**src/rtl/accum_counter_param.sv**
```systemverilog
// Parametrised up/down accumulator with wrap or saturate at MAX_VAL.
// Also provides a one-cycle boundary pulse and a sticky overflow flag.
module accum_counter_param #(
    parameter int WIDTH   = 8,
    parameter int MAX_VAL = 2**WIDTH - 1,
    parameter int STEP_W  = 4
) (
    input  logic              clk,
    input  logic              rst,
    input  logic              clr,
    input  logic              load,
    input  logic [WIDTH-1:0]  load_val,
    input  logic              w_en,
    input  logic              up_dn,
    input  logic [STEP_W-1:0] step,
    input  logic              sat_mode,
    input  logic              ovf_clr,
    output logic [WIDTH-1:0]  dout,
    output logic              bnd,
    output logic              ovf,
    output logic              at_max,
    output logic              at_zero
);

    // A step no larger than MAX_VAL means one correction always brings a result back in range.
    if (STEP_W > WIDTH || MAX_VAL < 1 || MAX_VAL > 2**WIDTH - 1 || MAX_VAL < 2**STEP_W - 1) begin : g_bad_params
        $error("accum_counter_param: illegal WIDTH/MAX_VAL/STEP_W combination");
    end

    localparam logic [WIDTH-1:0] MAX_W   = WIDTH'(MAX_VAL);
    localparam logic [WIDTH:0]   MAX_EXT = (WIDTH+1)'(MAX_VAL);
    localparam logic [WIDTH:0]   LIMIT   = (WIDTH+1)'(MAX_VAL + 1);

    logic [WIDTH:0]   dout_ext;
    logic [WIDTH:0]   step_ext;
    logic [WIDTH:0]   sum;
    logic [WIDTH-1:0] count_next;
    logic             count_bnd;
    logic [WIDTH-1:0] load_clamped;

    assign dout_ext     = {1'b0, dout};
    assign step_ext     = {{(WIDTH + 1 - STEP_W){1'b0}}, step};
    assign sum          = dout_ext + step_ext;
    assign load_clamped = ({1'b0, load_val} > MAX_EXT) ? MAX_W : load_val;

    always_comb begin
        count_next = dout;
        count_bnd  = 1'b0;
        if (up_dn) begin
            if (sum <= MAX_EXT) begin
                count_next = WIDTH'(sum);
            end else begin
                count_bnd  = 1'b1;
                count_next = sat_mode ? MAX_W : WIDTH'(sum - LIMIT);
            end
        end else begin
            if (dout_ext >= step_ext) begin
                count_next = WIDTH'(dout_ext - step_ext);
            end else begin
                count_bnd  = 1'b1;
                count_next = sat_mode ? '0 : WIDTH'(dout_ext + LIMIT - step_ext);
            end
        end
    end

    always_ff @(posedge clk or negedge rst) begin
        if (!rst) begin
            dout <= '0;
            bnd  <= 1'b0;
            ovf  <= 1'b0;
        end else begin
            if (clr) begin
                dout <= '0;
                bnd  <= 1'b0;
            end else if (load) begin
                dout <= load_clamped;
                bnd  <= 1'b0;
            end else if (w_en) begin
                dout <= count_next;
                bnd  <= count_bnd;
            end else begin
                bnd  <= 1'b0;
            end
            // A boundary event on the same edge as ovf_clr keeps the flag set.
            if (!clr && !load && w_en && count_bnd) begin
                ovf <= 1'b1;
            end else if (ovf_clr) begin
                ovf <= 1'b0;
            end
        end
    end

    assign at_max  = (dout == MAX_W);
    assign at_zero = (dout == '0);

endmodule

```
**config.mk**
```make
export PLATFORM = sky130hd
export DESIGN_NAME = accum_counter_param
export DESIGN_NICKNAME = d
export VERILOG_FILES = /design/src/rtl/accum_counter_param.sv
export SDC_FILE = /design/constraint.sdc
export NUM_CORES = 1
export LEC_CHECK = 0
export ABC_CLOCK_PERIOD_IN_PS = 2720
export BUFFER_PORTS_ARGS = -buffer_cell sky130_fd_sc_hd__buf_4
export CORE_MARGIN = 8
export CORE_UTILIZATION = 52
export DETAILED_ROUTE_END_ITERATION = 7
export PLACE_DENSITY = 0.79
export SLEW_MARGIN = 20
export SYNTH_ARGS = -nofsm -noshare
export SYNTH_HDL_FRONTEND = slang
export SYNTH_SLANG_ARGS = --single-unit
```
**constraint.sdc**
```tcl
create_clock -name clk -period 2.72 [get_ports clk]
set_input_delay 0.408 -clock clk [delete_from_list [all_inputs] [get_ports clk]]
set_output_delay 0.408 -clock clk [all_outputs]
set_load 0.01 [all_outputs]
```
Yosys cells after proc, flatten, opt, wreduce, memory -nomap -nowiden
Cells that the tools add are included.

storage, ports and cells
  output and inout port bits = 12
  word-level logic and storage cells = 35
  bits in registers = 10

operators by class
  $lt $le $gt $ge = 2
  reduce and logical (&&, ||, !) cells = 8
  mux-type cells = 16
  add/subtract/negate cells = 5
  eq/ne operators = 1

operator list
  kind                                                            number
  two-way mux 8 bit                                               8
  subtractor 8 x 4 -> 8 bit                                       2
  adder 8 x 4 -> 9 bit                                            1
  less-or-equal comparator 9 x 8 -> 1 bit, second input constant  1
  adder 8 x 1 -> 8 bit, second input constant                     1
  equality test 8 bit, second input constant                      1
  greater-or-equal comparator 8 x 4 -> 1 bit                      1
  zero test 8 bit                                                 1
  two-way mux 1 bit                                               8
  subtractor 8 x 1 -> 8 bit, second input constant                1
  logical AND 1 bit                                               3
  nonzero test 3 bit                                              1
  zero test 1 bit                                                 2
  nonzero test 2 bit                                              1

Logic depth before layout (Yosys ltp)
  depth after elaboration = 8
  gate-level depth with buffers = 9
  gate-level depth less buffers = 9

Worst setup path after synthesis
OpenSTA, ideal clock, no wires.

  kind = register -> register
  start point = register dout[0]
  end point = register dout[6]
  required time = 2592 ps
  stages on the path, launching flop included = 10
  slack = 491 ps
  setup time = 128 ps
  arrival time = 2102 ps
  buffers on the path = 0
  cell sequence = dfrtp_1 inv_1 ha_1 inv_1 fa_1 a21o_4 a2111oi_4 mux2i_1 mux2i_1 o2bb2ai_1

on the way
  cells in the longest elaborated chain, start to end = 8
  elaborated cells on any way between the ends = 15
  classes of those cells = add/sub (5); order compare (2); mux (8)

ends and longest elaborated chain
  what                                                                           RTL line  source
  start: declaration                                                             18        output logic [WIDTH-1:0] dout,
  start signal: assignment                                                       76        dout <= load_clamped;
  start signal: assignment                                                       79        dout <= count_next;
  adder 8 x 1 -> 8 bit / adder 8 x 4 -> 9 bit (equally long branches)            61, 43
  subtractor 8 x 4 -> 8 bit / subtractor 8 x 1 -> 8 bit (equally long branches)  61, 54
  two-way mux 8 bit, on equally long branches                                    61, 54
  two-way mux 8 bit, on equally long branches                                    57, 50
  two-way mux 8 bit (*)                                                          49        if (up_dn) begin
  two-way mux 8 bit (*)                                                          78        end else if (w_en) begin
  two-way mux 8 bit (*)                                                          75        end else if (load) begin
  two-way mux 8 bit (*)                                                          72        if (clr) begin

Every way passes the cells marked *; elsewhere a longest branch is shown, timed or not. The select of a mux whose other input is x is not followed.
A chain may end at the register's enable or synchronous reset.

Worst setup path after layout
  start point = register dout[0]
  end point = register dout[3]

The elaborated chain is that of the path after synthesis.

==> run metrics <==
crit path launch type=flop; fmax=394 MHz; post-synthesis simple-gate area fraction=0.225; combinational share of power=0.462; first-pass GRT wire length=5480 µm; Worst-Skew Late Latency=0.26 ns; routed wire length=3340 µm; Root Buffer=clkbuf_4; GP Congestion=0.901; die height=64.1 µm; largest net degree at the start of global routing=17; clock sinks=10; largest family of logic cells by synthesized area=compound AO/OA/AOI/OAI gates; Worst R2R Start=dout[0]; # rows=17; Post-Synthesis Cells=146; Critical Path RT=2.84 ns; CP top delay family=compound AO/OA/AOI/OAI gates; CTS tree=yes; Syn Nets=176; syn_area_per_cell=8.24 µm²; vias in the first global route=1146; starting density of the core=0.549; max incr delay on CP=0.46 ns; Worst slew margin=0.511; Ports=32; fin area=0.00146 mm²; final setup TNS=0 ns; Area Growth Syn to Fin=21.0%; die area=0.00411 mm²; initial antenna violation count=0; leak pwr=0.663 nW; initial DRC count=67; max capacitance violation total=0; post-DP HPWL=2740 µm; synth warn=0; Synth Flop Type=dfrtp_1; # Post-CTS Setup Buffers=0; grt total ovfl=0; EDFF count, synth=0; leading area contributor after synthesis=dfrtp_1; Clock power frac=0.183; Fin. Hold Viols=0; reg-to-reg critical path endpoint=dout[3]; Register-to-Register Path Depth=7; Synth area leaders=dfrtp_1 21%, ha_1 8.3%, inv_1 4.1%; mux share of post-synthesis cell area=0.0333; run status=finished clean; Post-Syn Area=0.00120 mm²; Seq pwr share=0.355; Pint=327 µW; Setup-failing EPs final=0; sw power=201 µW; Tcrit/Tclk final=0.934; Compound-Gate Fraction of Synth Area=0.323; clock-pin slew on the worst setup and hold paths=0.06 ns; Worst setup EP type=flop; CP max-delay cell=o31ai_1; fin util=0.665; post-synthesis async set-or-reset flop share=1.00; register area share after synthesis=0.208; Max FO, Critical Path=5; share of the synthesized area in the top cell type=0.208; core area=0.00219 mm²; dpl cell area=0.00142 mm²; Worst VDD drop=0.324 mV; average wire per standard cell=16.7 µm; Tmin final=2.54 ns; DRC viols=0; Worst Path Arrival=2.66 ns; hold slack=0.368 ns; r2r setup slk=0.18 ns; sw frac=0.381; Vias=1209; n_diodes=0; RSZ-0062 raised after global routing=no; Filler cells=188; hold path start=clr; CTS resizes=0; Worst Setup Path Type=reg2reg; H-tree depth=1; GRT Util Overall=0.160; TritonCTS buffer count=3; CTS Hold Bufs=1; count of different cell masters after synthesis=50; crit-path cells=ha_1, fa_1, nor2b_1, o31ai_1, o21ai_2, o32ai_1, o22ai_1; fin. max-slew vios=0; Crit path buffers/inverters=0; fin nets=204; commonest non-fill, non-tap cell in the layout=buf_4; Worst Skew=0.00636 ns; adder-cell area share of the yosys netlist=0.116; worst min path class=in2reg; I/O Buffers=31; Routed Antenna Nets=0; Longest Clk Path Bufs=2; pwr dens=363 mW/mm²; flops & latches, synth=10; most frequent cells in the layout=31 x buf_4, 13 x inv_1, 11 x nor2_1; hold endpoint=dout[4]; share of layout cells above drive strength 1=0.244; First-pass DRT Iterations=4; slew at the pin closest to its max-slew limit=0.725 ns; vias per inst=6.05; die width=64.1 µm; XOR/XNOR Fraction of Synth Area=0.0146; worst hold path depth=2
==> power by group through the flow <==
| stage | clock (mW) | sequential (mW) | combinational (mW) |
|---|---|---|---|
| global route | 0.108 | 0.189 | 0.266 |
| finish | 0.0968 | 0.187 | 0.244 |
| CTS | 0.102 | 0.187 | 0.244 |
| global placement | 0 | 0.188 | 0.236 |
| floorplan | 0 | 0.180 | 0.172 |
| detailed placement | 0 | 0.190 | 0.241 |
==> how the worst max path moves through the flow <==
stage,startpoint,endpoint,slack [ns],cells past startpoint
2_1_floorplan,dout[0],dout[6],0.49,9
3_3_place_gp,step[0],dout[3],0.18,8
3_5_place_dp,step[0],dout[3],0.12,8
4_1_cts,dout[0],dout[3],0.23,7
5_1_grt,dout[0],dout[0],0.09,7
6_report,dout[0],dout[3],0.18,7
==> state kept, by name, summed over array words and instances, names as in the netlist <==
name / count
dout: 8
bnd: 1
ovf: 1
==> synth_stat cells (4+ instances only) <==
library cell  count
a21oi_1           9
buf_2             5
dfrtp_1          10
ha_1              8
inv_1            13
mux2i_1           4
nand2_1           7
nor2_1           11
nor3_1            6
nor3b_1           4
o21ai_0           8
==> cell type report <==
| type | instances | area, µm² | share of cell area |
|---|---|---|---|
| inverters | 13 | 48.8 | 0.0335 |
| repair buffers | 32 | 243 | 0.167 |
| clock buffers | 3 | 22.5 | 0.0155 |
| multi-input cells | 114 | 857 | 0.588 |
| well taps | 28 | 35.0 | 0.0241 |
| flip-flops and latches | 10 | 250 | 0.172 |
==> metrics by stage <==
stage               setup slack [ns]  cells  total power [mW]
floorplan                      0.491    146             0.352
global placement               0.178    196             0.424
detailed placement             0.120    196             0.431
CTS                            0.226    200             0.533
global route                  0.0912    200             0.564
finish                         0.180    200             0.528
==> logic make-up after synthesis <==
group	Yosys count
AO/OA/AOI/OAI	51
XOR/XNOR	2
adder cells (fa/ha/maj)	10
buffers and inverters	22
flip-flops	10
multiplexers	4
AND/OR/NAND/NOR	47
==> metal layers <==
layer / vias to the layer above / GRT usage / share of wire
met3: 2 / 0.0296 / 0.055
met1: 576 / 0.198 / 0.43
met2: 38 / 0.275 / 0.51
met4: 0 / 0.0490 / 0.0051
li1: 593 / - / -
met5: - / 0 / 0
Power figures use the tool's default switching activity.
